File: src/rtl/board_pkg.sv
// Shared constants and helpers for the board-I/O conditioning blocks.
package board_pkg;

    localparam int CLK_HZ      = 10_000_000;
    localparam int DEBOUNCE_MS = 10;

    // 10 ms at 10 MHz = 100_000 cycles.
    localparam int DEBOUNCE_CYCLES_DEFAULT = (CLK_HZ / 1000) * DEBOUNCE_MS;

    // Kind of stable-level change accepted on the current edge.
    typedef enum logic [1:0] {
        PULSE_NONE = 2'b00,
        PULSE_RISE = 2'b01,
        PULSE_FALL = 2'b10
    } pulse_e;

    // Counter width able to hold 0..cycles, never narrower than one bit.
    function automatic int cnt_width(input int cycles);
        int w;
        w = $clog2(cycles + 1);
        return (w < 1) ? 1 : w;
    endfunction

endpackage

File: src/rtl/debounce_bit.sv
// Single-bit switch conditioner: 2-FF synchroniser, hold-time counter,
// accepted stable level and one-cycle rise/fall pulses.
module debounce_bit
    import board_pkg::*;
#(
    parameter int   DEBOUNCE_CYCLES = DEBOUNCE_CYCLES_DEFAULT,
    parameter logic RESET_VAL       = 1'b0
) (
    input  logic clk,
    input  logic resetn,
    input  logic raw_i,
    output logic stable_o,
    output logic rise_o,
    output logic fall_o,
    output logic busy_o
);

    localparam int            CW       = cnt_width(DEBOUNCE_CYCLES);
    localparam logic [CW-1:0] CNT_LAST = CW'(DEBOUNCE_CYCLES - 1);

    logic          sync0_q, sync0_d;
    logic          sync1_q, sync1_d;
    logic          stable_q, stable_d;
    logic          busy_q, busy_d;
    logic [CW-1:0] cnt_q, cnt_d;
    pulse_e        pulse_q, pulse_d;

    // Next-state: shift the synchroniser, count while the input disagrees, accept on the last count.
    always_comb begin
        // NOTE: every output of this block gets a default first, so no path leaves one unassigned and no latch is inferred.
        sync0_d  = raw_i;
        sync1_d  = sync0_q;
        stable_d = stable_q;
        cnt_d    = '0;
        pulse_d  = PULSE_NONE;

        if (sync1_q != stable_q) begin
            if (cnt_q == CNT_LAST) begin
                stable_d = sync1_q;
                pulse_d  = sync1_q ? PULSE_RISE : PULSE_FALL;
            end else begin
                cnt_d = cnt_q + 1'b1;
            end
        end

        // Busy reflects the state after this edge, so it drops with the stable update.
        busy_d = (sync1_d != stable_d);
    end

    // State register with synchronous active-low reset; a reset discards any pending count.
    always_ff @(posedge clk) begin
        // NOTE: sequential state uses non-blocking assignments so every flop samples pre-edge values.
        if (!resetn) begin
            sync0_q  <= RESET_VAL;
            sync1_q  <= RESET_VAL;
            stable_q <= RESET_VAL;
            cnt_q    <= '0;
            pulse_q  <= PULSE_NONE;
            busy_q   <= 1'b0;
        end else begin
            sync0_q  <= sync0_d;
            sync1_q  <= sync1_d;
            stable_q <= stable_d;
            cnt_q    <= cnt_d;
            pulse_q  <= pulse_d;
            busy_q   <= busy_d;
        end
    end

    assign stable_o = stable_q;
    assign rise_o   = (pulse_q == PULSE_RISE);
    assign fall_o   = (pulse_q == PULSE_FALL);
    assign busy_o   = busy_q;

endmodule

File: src/rtl/switch_debounce.sv
// N independent switch debouncers feeding the register-file display top.
module switch_debounce
    import board_pkg::*;
#(
    parameter int           N               = 4,
    parameter int           DEBOUNCE_CYCLES = DEBOUNCE_CYCLES_DEFAULT,
    parameter logic [N-1:0] RESET_VAL       = {N{1'b0}}
) (
    input  logic         clk,
    input  logic         resetn,
    input  logic [N-1:0] sw_raw,
    output logic [N-1:0] sw_stable,
    output logic [N-1:0] sw_rise,
    output logic [N-1:0] sw_fall,
    output logic         sw_busy
);

    logic [N-1:0] busy_bits;

    for (genvar i = 0; i < N; i++) begin : g_bit
        debounce_bit #(
            .DEBOUNCE_CYCLES (DEBOUNCE_CYCLES),
            .RESET_VAL       (RESET_VAL[i])
        ) u_bit (
            .clk      (clk),
            .resetn   (resetn),
            .raw_i    (sw_raw[i]),
            .stable_o (sw_stable[i]),
            .rise_o   (sw_rise[i]),
            .fall_o   (sw_fall[i]),
            .busy_o   (busy_bits[i])
        );
    end

    assign sw_busy = |busy_bits;

endmodule

File: config.mk
export PLATFORM = sky130hd
export DESIGN_NAME = switch_debounce
export DESIGN_NICKNAME = d
export VERILOG_FILES = /design/src/rtl/board_pkg.sv /design/src/rtl/debounce_bit.sv /design/src/rtl/switch_debounce.sv
export SDC_FILE = /design/constraint.sdc
export NUM_CORES = 1
export LEC_CHECK = 0
export BUFFER_PORTS_ARGS = -buffer_cell sky130_fd_sc_hd__buf_2
export CAP_MARGIN = 30
export CORE_ASPECT_RATIO = 0.6
export CORE_MARGIN = 3
export CORE_UTILIZATION = 30
export DETAILED_ROUTE_END_ITERATION = 10
export MAX_ROUTING_LAYER = met4
export PLACE_DENSITY = 0.48
export RECOVER_POWER = 50
export SYNTH_ARGS = -nofsm -noshare
export SYNTH_HDL_FRONTEND = slang
export SYNTH_SLANG_ARGS = --single-unit
File: constraint.sdc
create_clock -name clk -period 2.4 [get_ports clk]
set_clock_uncertainty 0.1 [all_clocks]
set_input_delay 0.36 -clock clk [delete_from_list [all_inputs] [get_ports clk]]
set_output_delay 0.36 -clock clk [all_outputs]
set_load 0.01 [all_outputs]
==> results of run 1 <==
-- routing by layer --
| layer | share of wire [%] | global-route usage [%] | vias up |
|---|---|---|---|
| li1 | - | - | 1611 |
| met1 | 54 | 16.6 | 1427 |
| met2 | 39 | 14.1 | 53 |
| met3 | 6.2 | 4.01 | 6 |
| met4 | 0.85 | 3.20 | 0 |
| met5 | 0 | - | - |
-- kinds of logic after synthesis --
group	count (synthesis)	synth area share, %
XOR/XNOR	53	11.2
multiplexers	3	0.724
AND/OR/NAND/NOR	242	32.3
adder cells (fa/ha/maj)	4	1.21
AO/OA/AOI/OAI	31	4.55
buffers and inverters	38	5.61
flip-flops	92	44.4
-- layout make-up --
type	count	share of cell area, %
Inverter	11	0.905
Clock inverter	3	1.01
Antenna cell	1	0.0548
Sequential cell	92	40.4
Multi-Input combinational cell	333	45.2
Clock buffer	12	5.62
Timing Repair Buffer	22	2.19
Tap cell	170	4.66
-- power breakdown --
group          internal [mW]  switching [mW]
Clock                  0.861           0.577
Combinational         0.0188          0.0312
Sequential              1.54         0.00931
Total                   2.42           0.618
-- cells in the mapped netlist (all sizes together) --
cell type and instances:
ha 4, o22ai 2, a21o 1, or2 1, nor4 9, o21bai 1, a211o 2, and4b 1
nor3 7, nand2 28, o21ai 12, inv 11, a21oi 11, clkbuf 5, nor2b 10, xor2 27
or3 15, nand4bb 1, nor4bb 3, and4 10, nand3 24, nand4 21, or4 4, and2 10
nand4b 3, or4b 1, dfxtp 92, nand3b 3, nor4b 2, buf 22, and3 10, xnor2 26
nor3b 5, and4bb 1, o31ai 1, mux2i 3, o311ai 1, nor2 73
-- worst max-delay path, stage by stage (launching register included) --
cell	delay, ns
dfxtp_1	0.37
ha_1	0.21
nand4_1	0.16
nor4_2	0.62
nand3b_4	0.37
nor2_1	0.08
-- stage by stage --
stage	power, mW	area (sq um)	setup WS [ns]	hold slack [ns]
after floorplan	1.62	4150	0.559	0.313
after global placement	1.63	4290	0.480	0.323
after detailed placement	1.63	4290	0.463	0.335
after CTS	3.09	4590	0.443	0.126
final	3.03	4560	0.358	0.135
after global routing	3.15	4560	0.144	0.131
-- final timing paths --
kind / end / start / depth (start not counted) / slack, ns
worst max-delay path: g_bit[1].u_bit.cnt_q[14]$_SDFF_PP0_ / g_bit[1].u_bit.cnt_q[0]$_SDFF_PP0_ / 5 / 0.36
worst min-delay path: g_bit[1].u_bit.sync0_q$_SDFF_PN0_ / sw_raw[1] / 2 / 0.14
worst min register to register: g_bit[2].u_bit.cnt_q[0]$_SDFF_PP0_ / g_bit[2].u_bit.cnt_q[0]$_SDFF_PP0_ / 1 / 0.34
worst max register to register: g_bit[1].u_bit.cnt_q[14]$_SDFF_PP0_ / g_bit[1].u_bit.cnt_q[0]$_SDFF_PP0_ / 5 / 0.36
-- flip-flops by register name (all words and copies together), names as in the netlist --
signal and cells:
g_bit.u_bit.sync1_q 4, g_bit.u_bit.busy_o 4, g_bit.u_bit.cnt_q 68, g_bit.u_bit.sync0_q 4, g_bit.u_bit.pulse_q 8, g_bit.u_bit.stable_o 4
==> impl_metrics.env, run 1 <==
export IMPL_hold_class="input pin to flip-flop"
export IMPL_multi_input_area_sq_um=2060
export IMPL_overflow=0
export IMPL_synth_top_area_cell="dfxtp_1"
export IMPL_core_area_sq_um=13200
export IMPL_ctsResizeCount=0
export IMPL_status="complete, no violations"
export IMPL_syn_instance_count=463
export IMPL_setup_viol=0
export IMPL_final_cell_mix="dfxtp_1 (92), nor2_1 (73), nand2_1 (28), xor2_1 (27), xnor2_1 (26)"
export IMPL_synth_area_sq_um=4150
export IMPL_fin_tns_setup_ns=0
export IMPL_rsz0062_at_grt="false"
export IMPL_drt_iter0_drc=204
export IMPL_port_buffers=18
export IMPL_seq_area_frac_synth_pct=44.4
export IMPL_fill_cells=1366
export IMPL_fmax_mhz=490
export IMPL_report_final_slew_viol_count=0
export IMPL_cts_buffer_depth=2
export IMPL_min_period_ns=2.04
export IMPL_fp_dieArea_sq_um=15300
export IMPL_finalCritPeriodShare_pct=85.1
export IMPL_drv_cap=0
export IMPL_required_ns=2.52
export IMPL_start_kind="flip-flop"
export IMPL_path_max_fanout=17
export IMPL_layout_commonest_cell="dfxtp_1"
export IMPL_nNetsFinal=479
export IMPL_antenna_found_initial=1
export IMPL_p_per_area_nw_per_um2=665
export IMPL_wl_um=8130
export IMPL_die_h_um=97.1
export IMPL_dp_hpwl_um=5750
export IMPL_max_slew_margin_rel_pct=29.3
export IMPL_cts_hold_buffers_added=0
export IMPL_hold_viol=0
export IMPL_ys_types=49
export IMPL_clk_pin_slew_ns=0.06
export IMPL_synth_top_area_share_pct=44.4
export IMPL_synth_area_per_cell_sq_um=8.96
export IMPL_placement_rows=32
export IMPL_synth_nets=473
export IMPL_end_kind="flip-flop"
export IMPL_final_cells=644
export IMPL_critPathKind="flip-flop to flip-flop"
export IMPL_antenna_left=0
export IMPL_synthTopCellsByArea="dfxtp_1 (44%), nor2_1 (6.6%), xor2_1 (5.7%)"
export IMPL_place_gp_congestion=0.803
export IMPL_area_growth_syn_to_layout_pct=10.0
export IMPL_route_detailed_drc=0
export IMPL_layout_drive_gt1_share_pct=6.77
export IMPL_clock_latency_ns=0.34
export IMPL_grt_max_degree=28
export IMPL_post_drt_wl_per_cell_um=12.6
export IMPL_grt_pass1_wl_um=13500
export IMPL_viasPerCell=4.81
export IMPL_p_leak_nw=1.46
export IMPL_seqCellArea_sq_um=1840
export IMPL_post_cts_setup_buffer_count=0
export IMPL_fin_util_pct=34.7
export IMPL_grtUsageTotal_pct=11.2
export IMPL_dp_cells=628
export IMPL_start_util_pct=31.5
export IMPL_tightest_slew_ns=1.06
export IMPL_yosys_warnings=0
export IMPL_cp_data_arrival_time_ns=2.16
export IMPL_ir_worst_vdd_mv=0.323
export IMPL_cts_htree_levels=3
export IMPL_cts_num_sinks=92
export IMPL_numCtsBuffers=9
export IMPL_dr_pass1_iters=4
export IMPL_ios=19
export IMPL_synth_ff_latch_count=92
export IMPL_vias=3097
export IMPL_first_global_vias=2743
export IMPL_cts_tree="built"
export IMPL_cts_root_buf="clkbuf_16"
export IMPL_die_x_um=158
(Power assumes the default switching activity.)
==> run 2: changes to the inputs <==
CORE_MARGIN = 2   (was 3)
SLEW_MARGIN = 20   (was unset)
==> run 2 against run 1 <==
Against the previous run:
- clock power increased by 5%
- via count decreased by 1.7%
- final cell count increased by 0.47%
- largest cell class unchanged
- critical path type unchanged
- cell area increased by 0.33%
==> impl_metrics.env, run 2 (synthesis gave the netlist of run 1 again) <==
export IMPL_status="complete, no violations"
export IMPL_cts_num_sinks=92
export IMPL_required_ns=2.51
export IMPL_die_h_um=95.1
export IMPL_report_final_slew_viol_count=0
export IMPL_largest_reg_flops=68
export IMPL_setup_viol=0
export IMPL_end_kind="flip-flop"
export IMPL_clockPowerShare_pct=48.6
export IMPL_ir_worst_vdd_mv=0.378
export IMPL_grt_max_degree=28
export IMPL_place_gp_congestion=0.799
export IMPL_antenna_found_initial=0
export IMPL_fin_tns_setup_ns=0
export IMPL_clk_pin_slew_ns=0.06
export IMPL_hold_class="input pin to flip-flop"
export IMPL_busiest_layer="met1"
export IMPL_viasPerCell=4.70
export IMPL_slowest_delay_ns=0.39
export IMPL_final_cell_mix="dfxtp_1 (92), nor2_1 (73), nand2_1 (28), xor2_1 (27), xnor2_1 (26)"
export IMPL_vias=3043
export IMPL_switching_share_pct=19.8
export IMPL_fmax_mhz=484
export IMPL_max_slew_margin_rel_pct=27.7
export IMPL_clock_latency_ns=0.34
export IMPL_timing_hold_ws_ns=0.135
export IMPL_cts_root_buf="clkbuf_16"
export IMPL_met2_usage_pct=16.2
export IMPL_p_leak_nw=1.47
export IMPL_cts_htree_levels=3
export IMPL_comb_power_share_pct=1.6
export IMPL_hold_viol=0
export IMPL_top_register="g_bit.u_bit.cnt_q"
export IMPL_start_kind="flip-flop"
export IMPL_ctsResizeCount=0
export IMPL_n_antenna_cell=0
export IMPL_grt_pass1_wl_um=13600
export IMPL_fp_dieArea_sq_um=14800
export IMPL_tightest_slew_ns=1.08
export IMPL_cts_tree="built"
export IMPL_rsz0062_at_grt="false"
export IMPL_dp_hpwl_um=5500
export IMPL_p_int_mw=2.49
export IMPL_path_max_fanout=17
export IMPL_nNetsFinal=478
export IMPL_route_detailed_drc=0
export IMPL_p_per_area_nw_per_um2=679
export IMPL_ios=19
export IMPL_overflow=0
export IMPL_post_cts_setup_buffer_count=0
export IMPL_placement_rows=33
export IMPL_grtUsageMet3_pct=3.77
export IMPL_cp_data_arrival_time_ns=2.18
export IMPL_fill_cells=1401
export IMPL_drv_cap=0
export IMPL_first_global_vias=2853
export IMPL_core_area_sq_um=13600
export IMPL_finalCritPeriodShare_pct=86.2
export IMPL_start_util_pct=30.5
export IMPL_wl_um=7800
export IMPL_numCtsBuffers=9
export IMPL_layout_commonest_cell="dfxtp_1"
export IMPL_cpMaxStageDelayCell="and4_1"
export IMPL_dr_pass1_iters=4
export IMPL_post_drt_wl_per_cell_um=12.1
export IMPL_grt_use_met1_pct=16.7
export IMPL_critPathKind="flip-flop to flip-flop"
export IMPL_min_period_ns=2.07
export IMPL_area_growth_syn_to_layout_pct=10.4
export IMPL_layout_drive_gt1_share_pct=6.36
export IMPL_p_seq_share_pct=49.8
export IMPL_top_regs="g_bit.u_bit.cnt_q: 68 flops, g_bit.u_bit.pulse_q: 8 flops"
export IMPL_cts_buffer_depth=2
export IMPL_cp_cell_sequence="ha_1 -> and4_1 -> and4_1 -> or3_1 -> clkbuf_2 -> nor2_1"
export IMPL_drt_iter0_drc=159
export IMPL_critical_path_most_common_cell="and4_1"
export IMPL_seqCellArea_sq_um=1840
export IMPL_antenna_left=0
export IMPL_grtUsageTotal_pct=11.9
export IMPL_multi_input_area_sq_um=2070
export IMPL_die_x_um=156
export IMPL_port_buffers=18
export IMPL_cts_hold_buffers_added=0
export IMPL_power_switching_mw=0.616
## run 2: cell count changes in the layout (fill, tap and decap cells not counted), sizes merged
cell | previous run | this run
buf | 8 | 5
bufinv | 1 | 2
clkbuf | 26 | 27
clkinv | 1 | 2
clkinvlp | 1 | 0
diode | 1 | 0
## run 2: stage by stage
| stage | power (mW) | setup WS [ns] | instance area, sq um | utilization (%) | std cells |
|---|---|---|---|---|---|
| after floorplan | 1.62 | 0.559 | 4150 | - | 463 |
| after global placement | 1.63 | 0.411 | 4290 | 31.6 | 632 |
| after detailed placement | 1.63 | 0.360 | 4290 | 31.6 | 632 |
| after CTS | 3.17 | 0.339 | 4610 | 33.9 | 647 |
| after global routing | 3.24 | 0.134 | 4580 | 33.7 | 647 |
| final | 3.11 | 0.332 | 4580 | 33.7 | 647 |
## run 2: final cells by class
type | count | share of cell area (%)
flip-flops and latches | 92 | 40.2
repair buffers | 21 | 1.94
multi-input cells | 333 | 45.2
clock buffers | 11 | 5.30
clock inverters | 4 | 1.61
inverters | 11 | 0.902
well taps | 175 | 4.78
## run 2: worst paths after layout
| kind | startpoint | endpoint | slack [ns] | depth (start not counted) |
|---|---|---|---|---|
| max reg2reg | g_bit[3].u_bit.cnt_q[0]$_SDFF_PP0_ | g_bit[3].u_bit.cnt_q[14]$_SDFF_PP0_ | 0.33 | 6 |
| min | sw_raw[0] | g_bit[0].u_bit.sync0_q$_SDFF_PN0_ | 0.14 | 2 |
| min reg2reg | g_bit[2].u_bit.cnt_q[0]$_SDFF_PP0_ | g_bit[2].u_bit.cnt_q[0]$_SDFF_PP0_ | 0.34 | 1 |
| max | g_bit[3].u_bit.cnt_q[0]$_SDFF_PP0_ | g_bit[3].u_bit.cnt_q[14]$_SDFF_PP0_ | 0.33 | 6 |
## run 2: critical path, delay by kind of cell (launching register included)
kind / cells / cell delay, ns
flip-flops: 1 / 0.37
adder cells (fa/ha/maj): 1 / 0.22
AND/OR/NAND/NOR: 4 / 0.92
buffers and inverters: 1 / 0.32
## run 2: power by group through the flow
stage | clock network [mW] | logic (mW) | registers, mW
finish | 1.51 | 0.0493 | 1.55
global route | 1.63 | 0.0565 | 1.55
CTS | 1.57 | 0.0525 | 1.55
detailed placement | 0 | 0.0523 | 1.58
global placement | 0 | 0.0518 | 1.58
floorplan | 0 | 0.0406 | 1.58
## run 2: metal layers
| metal | vias up | part of all wire (%) |
|---|---|---|
| li1 | 1607 | - |
| met1 | 1380 | 57 |
| met2 | 51 | 38 |
| met3 | 5 | 4.6 |
| met4 | 0 | 0.77 |
| met5 | - | 0 |
